==> src/rtl/counter_monitor_pkg.sv <==
// Shared parameters and types for the up/down counter and its stream monitor.
package counter_pkg;
  localparam int CNT_W     = 10;
  localparam int CNT_MIN   = -263;
  localparam int CNT_MAX   = 269;
  localparam int RST_VAL   = 17;
  localparam int SKIP_VAL  = -47;
  localparam int UP_STEP   = 4;
  localparam int DN_STEP   = 10;
  localparam int ERR_LIMIT = 3;
  localparam int ERRCNT_W  = 8;
  localparam int CNT_N     = CNT_MAX - CNT_MIN + 1;
  // Two guard bits so step/wrap arithmetic never overflows before truncation
  localparam int CALC_W    = CNT_W + 2;

  typedef logic signed [CNT_W-1:0]  cnt_t;
  typedef logic signed [CALC_W-1:0] calc_t;

  typedef enum logic {SYNC, TRACK} state_e;
  typedef enum logic [1:0] {E_NONE, E_RANGE, E_SKIP, E_STEP} err_code_e;
endpackage

==> src/rtl/counter_monitor_if.sv <==
// Counter sample stream plus monitor status; master is the counter side.
interface counter_monitor_if;
  import counter_pkg::*;

  logic                cnt_vld;
  cnt_t                cnt;
  logic                mode_out;
  logic                locked;
  logic                err;
  err_code_e           err_code;
  logic [ERRCNT_W-1:0] err_cnt;

  modport master (output cnt_vld, cnt,
                  input  mode_out, locked, err, err_code, err_cnt);
  modport slave  (input  cnt_vld, cnt,
                  output mode_out, locked, err, err_code, err_cnt);
endinterface

==> src/rtl/counter_next.sv <==
// Legal successors of a counter value in both directions, plus value legality.
module counter_next
  import counter_pkg::*;
(
  input  cnt_t ref_val,
  input  cnt_t val,
  output cnt_t up_next,
  output cnt_t dn_next,
  output logic in_range,
  output logic legal
);
  calc_t r, v, up_raw, dn_raw, up_w, dn_w;

  always_comb begin
    r = calc_t'(ref_val);
    v = calc_t'(val);
    // The counter jumps over SKIP_VAL, so the value just before it takes a double step
    up_raw = (r == calc_t'(SKIP_VAL - UP_STEP)) ? r + calc_t'(2*UP_STEP) : r + calc_t'(UP_STEP);
    dn_raw = (r == calc_t'(SKIP_VAL + DN_STEP)) ? r - calc_t'(2*DN_STEP) : r - calc_t'(DN_STEP);
    up_w   = (up_raw > calc_t'(CNT_MAX)) ? up_raw - calc_t'(CNT_N) : up_raw;
    dn_w   = (dn_raw < calc_t'(CNT_MIN)) ? dn_raw + calc_t'(CNT_N) : dn_raw;
    up_next  = up_w[CNT_W-1:0];
    dn_next  = dn_w[CNT_W-1:0];
    in_range = (v >= calc_t'(CNT_MIN)) && (v <= calc_t'(CNT_MAX));
    legal    = in_range && (v != calc_t'(SKIP_VAL));
  end
endmodule

==> src/rtl/counter_monitor.sv <==
// Passive monitor: decodes direction of the counter stream and flags illegal values/steps.
module counter_monitor
  import counter_pkg::*;
(
  input logic               clk,
  input logic               rst,
  counter_monitor_if.slave  bus
);
  localparam int CONSEC_W = $clog2(ERR_LIMIT + 1);

  state_e              state;
  cnt_t                ref_val;
  logic [CONSEC_W-1:0] consec;

  cnt_t      up_next, dn_next;
  logic      in_range, legal;
  logic      up_hit, dn_hit, hit;
  err_code_e bad_code;

  counter_next u_next (
    .ref_val  (ref_val),
    .val      (bus.cnt),
    .up_next  (up_next),
    .dn_next  (dn_next),
    .in_range (in_range),
    .legal    (legal)
  );

  always_comb begin
    up_hit   = (bus.cnt == up_next);
    dn_hit   = (bus.cnt == dn_next);
    bad_code = !in_range ? E_RANGE : (!legal ? E_SKIP : E_STEP);
    hit      = bus.cnt_vld && ((state == SYNC) ? !legal : !(up_hit || dn_hit));
  end

  always_ff @(posedge clk) begin
    if (!rst) begin
      state        <= SYNC;
      ref_val      <= cnt_t'(RST_VAL);
      consec       <= '0;
      bus.mode_out <= 1'b0;
      bus.locked   <= 1'b0;
      bus.err      <= 1'b0;
      bus.err_code <= E_NONE;
      bus.err_cnt  <= '0;
    end else begin
      bus.err <= hit;
      if (hit && (bus.err_cnt != '1))
        bus.err_cnt <= bus.err_cnt + 1'b1;
      if (bus.cnt_vld) begin
        bus.err_code <= hit ? bad_code : E_NONE;
        // Any legal value re-seeds the reference, so a bad step resynchronises
        if (legal)
          ref_val <= bus.cnt;
        unique case (state)
          SYNC: begin
            if (legal) begin
              state      <= TRACK;
              bus.locked <= 1'b1;
              consec     <= '0;
            end
          end
          TRACK: begin
            if (!hit) begin
              bus.mode_out <= up_hit;
              consec       <= '0;
            end else if (consec == CONSEC_W'(ERR_LIMIT - 1)) begin
              state      <= SYNC;
              bus.locked <= 1'b0;
              consec     <= '0;
            end else begin
              consec <= consec + 1'b1;
            end
          end
          default: state <= SYNC;
        endcase
      end
    end
  end
endmodule

==> src/flat_wrapper.sv <==
// flat-port wrapper written by rule: the top's interface ports become plain ports
module counter_monitor_flat import counter_pkg::*;
  (clk, rst, bus_cnt_vld, bus_cnt, bus_mode_out, bus_locked, bus_err, bus_err_code, bus_err_cnt);
  counter_monitor_if bus_i ();
  input logic clk;
  input logic rst;
  input wire logic [$bits(bus_i.cnt_vld)-1:0] bus_cnt_vld;
  input wire logic [$bits(bus_i.cnt)-1:0] bus_cnt;
  output wire logic [$bits(bus_i.mode_out)-1:0] bus_mode_out;
  output wire logic [$bits(bus_i.locked)-1:0] bus_locked;
  output wire logic [$bits(bus_i.err)-1:0] bus_err;
  output wire logic [$bits(bus_i.err_code)-1:0] bus_err_code;
  output wire logic [$bits(bus_i.err_cnt)-1:0] bus_err_cnt;
  assign bus_i.cnt_vld = bus_cnt_vld;
  assign bus_i.cnt = bus_cnt;
  assign bus_mode_out = bus_i.mode_out;
  assign bus_locked = bus_i.locked;
  assign bus_err = bus_i.err;
  assign bus_err_code = bus_i.err_code;
  assign bus_err_cnt = bus_i.err_cnt;
  counter_monitor u_core (.clk(clk), .rst(rst), .bus(bus_i));
endmodule
==> config.mk <==
export PLATFORM = sky130hd
export DESIGN_NAME = counter_monitor_flat
export DESIGN_NICKNAME = d
export VERILOG_FILES = /design/src/rtl/counter_monitor_pkg.sv /design/src/rtl/counter_monitor_if.sv /design/src/rtl/counter_next.sv /design/src/rtl/counter_monitor.sv /design/src/flat_wrapper.sv
export SDC_FILE = /design/constraint.sdc
export NUM_CORES = 1
export LEC_CHECK = 0
export CAP_MARGIN = 0
export CORE_MARGIN = 3
export CORE_UTILIZATION = 30
export CTS_BUF_LIST = sky130_fd_sc_hd__clkbuf_8
export CTS_CLUSTER_DIAMETER = 60
export CTS_CLUSTER_SIZE = 28
export DETAILED_ROUTE_END_ITERATION = 6
export DONT_BUFFER_PORTS = 1
export PLACE_DENSITY = 0.52
export SLEW_MARGIN = 20
export SYNTH_ARGS = -nofsm -noshare
export SYNTH_HDL_FRONTEND = slang
export SYNTH_SLANG_ARGS = --single-unit
export TNS_END_PERCENT = 5
==> constraint.sdc <==
create_clock -name clk -period 11.2 [get_ports clk]
set_clock_uncertainty 0.05 [all_clocks]
set_input_delay 2.24 -clock clk [delete_from_list [all_inputs] [get_ports clk]]
set_output_delay 2.24 -clock clk [all_outputs]
set_load 0.05 [all_outputs]
==> results.md <==
STA:
- Setup repair after global routing left no endpoint under its margin.
- The worst pin sits at a relative slew slack of 0.474.
- The final setup slack of the worst path is between 6000 and 7000 ps.
- The aggregate negative setup slack is 0 ps.
- The minimum clock period after layout is 4770 ps.
- At the pin with the least slew margin, the transition time is roughly 790 ps.
- The count of pins over their slew limit came to 0.
- The upper clock frequency limit is 210 MHz.
- Of the available clock period, the critical path in the final layout requires 0.426.
- The number of failing setup endpoints in the final timing report is 0.
- The final number of hold-violating endpoints came to 0.

Global route:
- In the global route stage, overall resource usage came out at 0.153.
- The pin count of the biggest net entering global routing is 22.
- The total global routing overflow is 0.
- The number of global-route vias before repair is 2731.
- The number of antenna violations at the first check in global routing came to 0.
- The first global-routing pass estimated 14.3 mm of wire.

Route:
- In the routed design, unresolved DRC markers number 0.
- Dividing the detail-routed via count by the number of cells gives roughly 5.6.
- The first TritonRoute pass finished after 4 iterations.
- Once detail routing completed, the nets flagged for antenna violations numbered 0.
- Dividing the detail-routed wire length by the instance count gives approximately 17 um.
- Wires add up to 8.55 mm.
- For this block, the via count after detailed routing is between 2000 and 3000.
- The number of DRC violations after detailed-routing iteration 0 is roughly 180.

Setup path:
- The peak per-stage delay on the critical path is 760 ps.
- The launching point of the worst reg2reg path is u_core.ref_val[2]$_SDFFE_PN0P_.
- The count of buffering cells on the critical path with inverters included is 1.
- The maximum fanout along the worst path is 18.
- The worst setup path is captured at a flip-flop.
- The type of origin of the critical path is a flip-flop.
- The highest-delay cell along the critical path is sky130_fd_sc_hd__dfxtp_1.
- Data on the critical path arrives at its endpoint at between 4000 and 5000 ps.
- The required time of the critical path is 11360 ps.
- The worst setup path is of the reg2reg kind.
- The most prevalent standard cell on the critical path is sky130_fd_sc_hd__ha_1.
- The endpoint of the lowest-slack register-to-register path is u_core.bus.err_cnt[1]$_SDFFE_PN0P_.
- Broken down by cell family, the worst path's largest delay share belongs to simple AND/OR/NAND/NOR gates.
- The worst register-to-register path has a depth of 16.
- The setup check on the worst reg-to-reg path leaves a slack of approximately 6400 ps.
- Traced cell by cell, the critical path runs through inv_1 -> ha_1 -> and4b_1 -> nand3_1 -> nand2_1 -> ha_1 -> a221o_1 -> a222oi_1 -> and4_4 -> nor3_1 -> mux2_4 -> nand4_2 -> nor3_2 -> o31ai_2 -> and2_1 -> mux2i_1.

Min path:
- The worst hold path class is reg2reg.
- The path with the worst hold slack has its endpoint at u_core.consec[1]$_SDFFE_PN0P_.
- The worst hold path passes through 2 cells.
- In this run the most critical hold path is launched from u_core.consec[1]$_SDFFE_PN0P_.

Clock tree:
- The total clock buffers created by CTS is 3.
- The TritonCTS clock tree is built.
- The clock sink count is 26.
- After clock tree synthesis, the setup repair step added 0 buffers.
- The clock passes through at most 2 buffers.
- The clock latency of the later-clocked register in the worst-skew pair is 280 ps.
- After clock tree synthesis, the repair step resized 0 gates.
- Clock-pin slew was measured on the worst setup and hold paths at 100 ps.
- CTS built an H-tree with a depth of 1.
- The number of buffers inserted by hold repair at cts is 0.
- The tree is rooted in a sky130_fd_sc_hd__clkbuf_8.

Logic synthesis:
- Synthesis inferred 26 register bits.
- A synthesized cell averages 7.77 sq um.
- The main flop type after synthesis is sky130_fd_sc_hd__dfxtp_1.
- The proportion of synthesized flip-flops having asynchronous set or reset is 0.
- After synthesis, the netlist uses just under 80 different library cells.
- The post-synthesis instance total is 393.
- Synthesis produced a netlist with a net count of roughly 420.
- By area the synthesized netlist is led by sky130_fd_sc_hd__dfxtp_1, sky130_fd_sc_hd__xnor2_1, sky130_fd_sc_hd__ha_1.
- The synthesized netlist occupies a cell area of 3050 sq um.
- The share of synthesized area in the top cell type comes to 0.170.
- The number of flops mapped to enable cells by yosys is 0.
- Summed over all instances, the cell type with the most area after synthesis is sky130_fd_sc_hd__dfxtp_1.
- For this run, the register share of the synthesized area comes to 0.170.
- For this run, the number of Yosys warnings is 0.

Placement:
- Once placement finished, the instance area stood at 3110 sq um.
- The estimated wirelength of the detail-placed design is 6.69 mm.
- The placer congestion estimate is 0.844.
- The number of port buffers is 0.
- The cell count after placement is a little over 500.
- Prior to clock tree synthesis, the placed netlist has a worst setup slack of about 6400 ps.

Cells and area:
- The number of nets in the finished design is 404.
- Once layout is done, the placed cells without fillers occupy 3180 sq um.
- The post-synthesis to final-layout area growth is 4.18%.
- The library cell used most frequently in the layout, excluding fill and tap cells, is sky130_fd_sc_hd__nor2_1.
- The number of antenna diodes in the final layout is 0.
- In the final layout, the share of cells above drive strength 1 is 0.0720.
- At the end of the flow the core is filled with cells to 0.324.
- In the layout the commonest cells are sky130_fd_sc_hd__nor2_1, sky130_fd_sc_hd__nand2_1, sky130_fd_sc_hd__a21oi_1, sky130_fd_sc_hd__dfxtp_1, sky130_fd_sc_hd__xnor2_1.
- The number of inserted filler cells in the final layout is 1111.
- Once layout is complete, the cells apart from fillers number just over 500.

Run status:
- The run finished with clean final reports.

Floorplanning:
- The width of the die is around 110 um.
- The initial utilization of the core area, before any placement, comes to 0.311.
- In this run the standard cell core region covers 9820 sq um.
- The floorplan step defined a die boundary enclosing 11400 sq um.
- The floorplan has 36 rows.
- In this run the vertical extent of the chip is 107 um.
- For this design the top-level I/O count stands at 26.

Job:
- The number of maximum-capacitance constraint violations is 0.

Power and ir drop:
- The total power per unit cell area is a little over 90 nW/um^2.
- The analysis attributes to cell leakage a power of about 0.0011 uW.
- The maximum vdd drop is just over 0.00008 V.
## layer usage
| layer | track usage | part of all wire | vias up |
|---|---|---|---|
| met2 | 0.253 | 0.47 | 60 |
| met1 | 0.208 | 0.47 | 1372 |
| li1 | - | - | 1415 |
| met3 | 0.0271 | 0.049 | 8 |
| met4 | 0.0301 | 0.011 | 0 |
| met5 | 0 | 0 | - |
## synthesized netlist by cell type, drive strengths merged, types with 5 or more instances
cell type and count:
a2111oi 5, and3 8, mux2i 16, xnor2 22
nand2 31, nand3 21, dfxtp 26, o31ai 5
nor2b 6, buf 11, nand2b 10, o21ai 20
clkbuf 11, nand4 6, a211oi 7, or4 5
and2 7, xor2 10, nand3b 6, ha 15
a21oi 26, nor2 33, inv 12, nor3 7
## per-stage QoR
stage	hold WS, ps	total power (uW)
6_report	455	288
5_1_grt	472	306
4_1_cts	453	289
3_5_place_dp	440	211
3_3_place_gp	424	210
2_1_floorplan	414	195
## cell type report
type | instances | area [sq um] | area share
clock buffer | 3 | 41.3 | 0.0130
multi-input combinational | 332 | 2370 | 0.746
sequential | 26 | 520 | 0.164
clock inverter | 1 | 30.0 | 0.00944
inverter | 13 | 48.8 | 0.0153
tap | 133 | 166 | 0.0523
## logic make-up after synthesis
group,after synthesis,share of synthesized area
AO/OA/AOI/OAI,104,0.262
adder cells (fa/ha/maj),15,0.0615
flip-flops,26,0.170
AND/OR/NAND/NOR,162,0.294
XOR/XNOR,33,0.0992
buffers and inverters,35,0.0520
multiplexers,18,0.0611
## worst max path at each step
stage                                          end                           start  cells past startpoint
6_report        u_core.bus.err_cnt[1]$_SDFFE_PN0P_  u_core.ref_val[2]$_SDFFE_PN0P_                     16
4_1_cts         u_core.bus.err_cnt[1]$_SDFFE_PN0P_  u_core.ref_val[2]$_SDFFE_PN0P_                     16
5_1_grt        u_core.bus.err_code[0]$_SDFFE_PN0P_  u_core.ref_val[2]$_SDFFE_PN0P_                     16
3_3_place_gp    u_core.bus.err_cnt[3]$_SDFFE_PN0P_                      bus_cnt[1]                      7
3_5_place_dp    u_core.bus.err_cnt[2]$_SDFFE_PN0P_                      bus_cnt[1]                      7
2_1_floorplan   u_core.bus.err_cnt[2]$_SDFFE_PN0P_                      bus_cnt[1]                      8
## tightest hold or removal path: cells and delay by family, from the launching register on
family           cells  cell delay (ps)
AO/OA/AOI/OAI        1               50
AND/OR/NAND/NOR      1               70
flip-flops           1              350
## report_power, final
| part | internal (uW) | total (uW) | switching [uW] |
|---|---|---|---|
| Clock | 47.9 | 78.9 | 31.1 |
| Sequential | 96.8 | 114 | 17.7 |
| Combinational | 42.4 | 95.1 | 52.6 |
| Total | 187 | 288 | 101 |
## flip-flops by register name, summed over array words and instances, names as in the netlist
name	flops
u_core.ref_val	10
u_core.bus.err_cnt	8
u_core.bus.err_code	2
u_core.consec	2
u_core.bus.err	1
u_core.bus.locked	1
u_core.bus.mode_out	1
u_core.state	1
No activity file was read; power rests on OpenSTA's default activity.
